--- src/rtl/fetch_redirect_unit.sv ---
// Front-end fetch/redirect unit: owns the PC, the FD-stage PC/instruction and the X-stage PC.
// Define FETCH_PERF_CNT_EN to add the saturating fetch_cnt/kill_cnt performance counters.

module fetch_redirect_unit_chk (
   input logic       clk,
   input logic       rst,
   input logic       advance_i,
   input logic [1:0] pc_sel,
   input logic       is_j_or_b
);

   // An ALU redirect that is not a JALR/branch would leave the wrong-path fetch alive.
   redirect_needs_kill: assert property (@(posedge clk) disable iff (!rst)
      (advance_i && (pc_sel == 2'd1)) |-> is_j_or_b);

endmodule

module fetch_redirect_unit #(
   parameter logic [31:0] RESET_PC = 32'h4000_0000,
   parameter logic [31:0] NOP_INST = 32'h0000_0013,
   parameter int unsigned IMEM_AW  = 14,
   parameter int unsigned BIOS_AW  = 12
) (
   input  logic               clk,
   input  logic               rst,
   input  logic               stall,
   input  logic [1:0]         pc_sel,
   input  logic               is_j_or_b,
   input  logic [31:0]        jal_target,
   input  logic [31:0]        alu_target,
   output logic [IMEM_AW-1:0] imem_addr,
   output logic [BIOS_AW-1:0] bios_addr,
   input  logic [31:0]        imem_dout,
   input  logic [31:0]        bios_dout,
   output logic [31:0]        pc_fd,
   output logic [31:0]        inst_fd,
   output logic               fd_valid,
   output logic [31:0]        pc_x
`ifdef FETCH_PERF_CNT_EN
   ,
   output logic [31:0]        fetch_cnt,
   output logic [31:0]        kill_cnt
`endif
);

   typedef enum logic [1:0] {
      ST_BOOT  = 2'd0,
      ST_RUN   = 2'd1,
      ST_STALL = 2'd2
   } state_t;

   state_t      state_q;
   logic [31:0] pc_fd_q;
   logic [31:0] pc_fd_d;
   logic [31:0] pc_x_q;
   logic        fd_valid_q;
   logic        src_bios_q;
   logic        advance_s;
   logic        kill_s;
   logic [31:0] fetch_pc_s;

   assign advance_s = (state_q != ST_BOOT) && !stall;
   assign kill_s    = advance_s && (pc_sel == 2'd1) && is_j_or_b;

   // Next FD PC; while stalled the memories are re-addressed with the current FD PC instead.
   always_comb begin
      pc_fd_d    = pc_fd_q + 32'd4;
      fetch_pc_s = pc_fd_q;
      if (state_q == ST_BOOT) begin
         pc_fd_d = RESET_PC;
      end else begin
         case (pc_sel)
            2'd0:    pc_fd_d = jal_target;
            2'd1:    pc_fd_d = alu_target;
            default: pc_fd_d = pc_fd_q + 32'd4;
         endcase
      end
      if ((state_q == ST_BOOT) || advance_s) begin
         fetch_pc_s = pc_fd_d;
      end else begin
         fetch_pc_s = pc_fd_q;
      end
   end

   // Front-end FSM and FD/X pipeline registers.
   always_ff @(posedge clk or negedge rst) begin
      if (!rst) begin
         state_q    <= ST_BOOT;
         pc_fd_q    <= RESET_PC - 32'd4;
         pc_x_q     <= 32'd0;
         fd_valid_q <= 1'b0;
         src_bios_q <= 1'b1;
      end else begin
         case (state_q)
            ST_BOOT: begin
               state_q    <= ST_RUN;
               pc_fd_q    <= pc_fd_d;
               fd_valid_q <= 1'b1;
               src_bios_q <= (pc_fd_d[31:28] == 4'b0100);
            end
            ST_RUN, ST_STALL: begin
               if (stall) begin
                  state_q <= ST_STALL;
               end else begin
                  state_q    <= ST_RUN;
                  pc_x_q     <= pc_fd_q;
                  pc_fd_q    <= pc_fd_d;
                  fd_valid_q <= !kill_s;
                  src_bios_q <= (pc_fd_d[31:28] == 4'b0100);
               end
            end
            default: begin
               state_q    <= ST_BOOT;
               pc_fd_q    <= RESET_PC - 32'd4;
               pc_x_q     <= 32'd0;
               fd_valid_q <= 1'b0;
               src_bios_q <= 1'b1;
            end
         endcase
      end
   end

`ifdef FETCH_PERF_CNT_EN
   logic [31:0] fetch_cnt_q;
   logic [31:0] kill_cnt_q;

   // Saturating counters of unstalled fetch cycles and applied kills.
   always_ff @(posedge clk or negedge rst) begin
      if (!rst) begin
         fetch_cnt_q <= 32'd0;
         kill_cnt_q  <= 32'd0;
      end else begin
         if (advance_s && (fetch_cnt_q != 32'hFFFF_FFFF)) begin
            fetch_cnt_q <= fetch_cnt_q + 32'd1;
         end else begin
            fetch_cnt_q <= fetch_cnt_q;
         end
         if (kill_s && (kill_cnt_q != 32'hFFFF_FFFF)) begin
            kill_cnt_q <= kill_cnt_q + 32'd1;
         end else begin
            kill_cnt_q <= kill_cnt_q;
         end
      end
   end

   assign fetch_cnt = fetch_cnt_q;
   assign kill_cnt  = kill_cnt_q;
`endif

   assign imem_addr = fetch_pc_s[IMEM_AW+1:2];
   assign bios_addr = fetch_pc_s[BIOS_AW+1:2];
   assign pc_fd     = pc_fd_q;
   assign pc_x      = pc_x_q;
   assign fd_valid  = fd_valid_q;
   assign inst_fd   = fd_valid_q ? (src_bios_q ? bios_dout : imem_dout) : NOP_INST;

   fetch_redirect_unit_chk u_chk (
      .clk       (clk),
      .rst       (rst),
      .advance_i (advance_s),
      .pc_sel    (pc_sel),
      .is_j_or_b (is_j_or_b)
   );

endmodule

--- config.mk ---
export PLATFORM = sky130hd
export DESIGN_NAME = fetch_redirect_unit
export DESIGN_NICKNAME = d
export VERILOG_FILES = /design/src/rtl/fetch_redirect_unit.sv
export SDC_FILE = /design/constraint.sdc
export NUM_CORES = 1
export LEC_CHECK = 0
export CORE_ASPECT_RATIO = 0.5
export CORE_MARGIN = 4
export CORE_UTILIZATION = 36
export DETAILED_ROUTE_END_ITERATION = 7
export HOLD_SLACK_MARGIN = 0.12
export PLACE_DENSITY = 0.84
export SYNTH_ARGS = -nofsm -noshare
export SYNTH_HDL_FRONTEND = slang
export SYNTH_SLANG_ARGS = --single-unit
--- constraint.sdc ---
create_clock -name clk -period 2.7 [get_ports clk]
set_input_delay 0.27 -clock clk [delete_from_list [all_inputs] [get_ports clk]]
set_output_delay 0.27 -clock clk [all_outputs]
set_load 0.005 [all_outputs]
# Word-level counts from Yosys, hierarchy flattened
# Cells that the tools add are included.
# op_classes
n_addsub	1
n_eq_ne	5
n_mux	15
bitwise_logic	1
reduce_logical	11
# ops
cell	count
$pmux 32 s2	3
$mux 32	5
$add 32x3->32 const B	1
$mux 16	1
$eq 2x1->1 const B	2
$eq 4x3->1 const B	1
$logic_not 2->1	2
$pmux 1 s2	2
$pmux 2 s2	1
$logic_and 1x1->1	3
$eq 2x2->1 const B	1
$logic_not 1->1	2
$mux 1	2
$mux 2	1
$ne 2x2->1 const B	1
$reduce_and 2->1	1
$reduce_bool 2->1	1
$reduce_or 2->1	1
$logic_or 1x1->1	1
$not 1->1	1
# word_totals
register_bits	68
in_bits	134
wordCells	38

# Longest topological paths before layout
# logic_depth
ltp_word	7
mapped_depth	10

# Worst setup path before layout
# Ideal clock, no wire load.
# synth_timing
path_kind	register -> register
startpoint	register pc_fd_q[2], in the netlist pc_fd[2]
endpoint	register pc_fd_q[30], in the netlist pc_fd[30]
t_arrival_ns	2.364
required_ns	2.568
setup_slack_ns	0.204
path_stages_with_launch	8
synth_period_minus_slack_ns	2.496
path_cell_list	dfstp_2 > ha_1 > nand3_1 > or4_4 > nor4_4 > mux2_2 > a22oi_1 > o21ai_1
# synth_between
elab_chain_cells	5
# synth_lines
element	line_no	text
from (decl)	53	logic [31:0] pc_fd_q;
from (signal assigned)	89	pc_fd_q <= RESET_PC - 32'd4;
from (signal assigned)	97	pc_fd_q <= pc_fd_d;
from (signal assigned)	107	pc_fd_q <= pc_fd_d;
$add 32x3->32 *	75	default: pc_fd_d = pc_fd_q + 32'd4;
$pmux 32 s2 *	72	case (pc_sel)
$mux 32 *	69	if (state_q == ST_BOOT) begin
$mux 32	102	if (stall) begin
$pmux 32 s2 *	94	case (state_q)
# Every way passes the cells marked *; elsewhere a longest branch is shown, timed or not. The select of a mux whose other input is x is not followed.
# A chain may end at the register's enable or synchronous reset.

# Worst setup path after layout
# layout_timing
startpoint	register pc_fd_q[8], in the netlist pc_fd[8]
endpoint	output imem_addr[13]
# layout_between
elab_chain_cells	4
# layout_lines
element	line_no	text
$add 32x3->32	75	
$pmux 32 s2	72	
$mux 32	69	
$mux 16	78	if ((state_q == ST_BOOT) || advance_s) begin
to (decl)	31	output logic [IMEM_AW-1:0] imem_addr,
# Every way passes these cells.

==> flow_metrics.tcl <==
set metrics [dict create \
    status "finished with violations" \
    violations "negative setup slack" \
    synthTopCellsByCount "mux2i_1 (46), a22o_1 (40), dfrtp_1 (39)" \
    dr.pass1.iters 5 \
    pwr-share-clk_pct 14.0 \
    cts_max_level 3 \
    ant_nets 0 \
    io_buffers 256 \
    drive_gt1_share_pct 18.6 \
    cts_buffers 9 \
    final_util_pct 63.8 \
    period_needed_ns 2.72 \
    start_util_pct 37.3 \
    cts_root_buffer "clkbuf_16" \
    via_per_inst 5.58 \
    p_sw_mw 3.56 \
    sw_frac_of_total_pct 39.3 \
    grt_remaining_overflow 0 \
    die_w_um 171 \
    power.density_mw_per_mm2 1110 \
    synth.ff_latch_count 68 \
    fin_total_pwr_mw 9.06 \
    nNetsFinal 922 \
    fin_tns_setup_ns -0.0971 \
    setup_ws_ns -0.0250 \
    tightest_slew_ns 0.812 \
    die-area_mm2 0.0153 \
    endpoint_kind "output pin" \
    async_reset_ff_share_pct 100 \
    grt_pass1_wl_um 30100 \
    maxSlewHeadroom_pct 45.9 \
    yosysWarnings 0 \
    path_class "reg -> out" \
    synth_edf_count 0 \
    syn2layout_area_growth_pct 71.0 \
    die_h_um 89.5 \
    drv_cap 0 \
    ir_worst_vdd_uv 563 \
    clock_skew_ns 0.00688 \
    wire_per_inst_um 20.8 \
    seqPwrFrac_pct 24.4 \
    syn_nets 657 \
    syn_inst 520 \
    slowest_delay_ns 0.55 \
    finalHoldViolCount 0 \
    rsz0062_at_grt "yes" \
    core_mm2 0.0128 \
    cts.sink_count 68 \
    holdWs_ns 0.498 \
    routed.top_layer "met4" \
    cp_cell_sequence "nand4_1, nor3_4, and3_1, xnor2_1, a21oi_2, mux2_2, clkdlybuf4s50_1" \
    clockBufferDepth 2 \
    crit_path_top_delay_cell "dfstp_2" \
    max_freq_mhz 367 \
    synth_area_leaders "dfrtp_1 (20%), dfstp_2 (16%), mux2i_1 (9.6%)" \
    leakage_nw 3.47 \
    period_share_pct 101 \
    p_int_mw 5.50 \
    ys_seq_area_share_pct 36.4 \
    dpl.hpwl_um 15000 \
    wl_met2_um 9480 \
    yosysTopAreaCellShare_pct 20.4 \
    path_max_fanout 3 \
    setup_viol 5 \
    vias 5360 \
    initialDrtViolationCount 556 \
    ys_types 51 \
    yosysTopAreaCell "dfrtp_1" \
    io_pins 257 \
    critical-path-top-delay-family "simple AND/OR/NAND/NOR gates" \
    worstHoldPathType "reg -> reg" \
    cts_tree "built" \
    cp_num_buf_inv 1 \
    worstPathRequired_ns 2.43 \
    dr_wl_met3_um 1930 \
    design_area_mm2 0.00817 \
    cp.arrival_ns 2.45 \
    grt_use_total_pct 25.0 \
    yosysMostFrequentCell "mux2i_1" \
    start_kind "register" \
    grt_max_degree 38 \
    grt_pass1_vias 5247 \
    p_comb_share_pct 61.6 \
    drc 0 \
    m1WireLength_um 8220 \
    row_count 29 \
    avgSynthCellArea_um2 9.19 \
    insertion_delay_ns 0.33 \
    antennaDiodeCount 0 \
    synth_top_flop_cell "dfrtp_1" \
    dpl_cell_area_mm2 0.00759 \
    cts.clk_slew.worst_paths_ns 0.06 \
    wl_um 19900 \
    synth_area_mm2 0.00478 \
    antenna_found_initial 0 \
    finalMaxSlewViolations 0 \
    gp_congestion 0.922 \
]
-- kinds of logic after synthesis --
kind of cell | count (synthesis) | share of synthesized area (%)
muxes | 62 | 13.4
buffers and inverters | 67 | 6.50
xor gates and xnor gates | 11 | 2.02
and+or+nand+nor | 151 | 17.1
AOI/OAI and AO/OA | 158 | 23.8
adders and majority gates | 3 | 0.786
DFF | 68 | 36.4
-- flip-flops by register name, summed over array words and instances (netlist names) --
register,cells
pc_fd,32
pc_x,32
src_bios_q,1
fd_valid,1
state_q,2
-- worst min-delay path, stage by stage, from the launching register on --
cell and delay, ns:
dfrtp_1 0.35, nand2_1 0.05, o21ai_0 0.06
-- per-stage QoR --
step	cells	setup slack, ns
floorplan	520	0.204
global placement	928	0.193
detailed placement	928	0.143
CTS	954	-0.106
global route	960	-0.187
finish	960	-0.0250
-- metal layers --
metal | GRT usage, % | up-vias
met4 | 5.10 | 0
met2 | 42.8 | 285
li1 | - | 2446
met1 | 33.0 | 2593
met3 | 5.96 | 36
met5 | 0 | -
-- layout by cell type, fill, tap and decap left out, drive strengths merged, types with 10 or more instances in the layout --
cell type	instances
nor2b	38
a211oi	13
o21ai	29
dfstp	29
o22a	15
dfrtp	39
nand3	13
a21oi	32
nor2	25
nand4	10
buf	57
clkbuf	12
mux2i	46
mux2	16
nand2	37
clkdlybuf4s50	240
a22o	40
-- worst paths after layout --
| kind | to | slack [ns] | start | cells after the start |
|---|---|---|---|---|
| max | imem_addr[13] | -0.02 | pc_fd[8]$_DFFE_PN1N_ | 7 |
| min | fd_valid$_DFFE_PN0N_ | 0.50 | fd_valid$_DFFE_PN0N_ | 2 |
| max reg2reg | pc_fd[30]$_DFFE_PN0N_ | 0.15 | pc_fd[2]$_DFFE_PN1N_ | 7 |
| min reg2reg | fd_valid$_DFFE_PN0N_ | 0.50 | fd_valid$_DFFE_PN0N_ | 2 |
| max in group asynchronous | pc_fd[20]$_DFFE_PN1N_ | 1.38 | rst | 3 |
| min in group asynchronous | pc_x[5]$_DFFE_PN0P_ | 0.59 | rst | 2 |
-- power groups by stage --
stage | sequential (mW) | combinational, mW | clock (mW)
detailed placement | 2.23 | 5.26 | 0
finish | 2.21 | 5.58 | 1.27
global placement | 2.19 | 5.17 | 0
global route | 2.29 | 5.95 | 1.32
floorplan | 2.07 | 2.63 | 0
CTS | 2.18 | 5.44 | 1.29
-- cell type report --
cell class / instances / area [µm²]
fill: 1014 / 4640
inverter: 9 / 33.8
tap: 170 / 213
sequential: 68 / 1740
clock inverter: 4 / 72.6
timing repair buffer: 312 / 3020
clock buffer: 12 / 246
multi-input combinational: 385 / 2840
-- repair_timing --
action / in CTS / in global routing
hold endpoints to repair: 19 / 0
pin swaps: 4 / 11
gates resized for setup: 18 / 21
endpoints found under the setup margin: 16 / 16
hold buffers: 1 / 0
setup buffers: 9 / 6
Power figures use the tool's default switching activity.
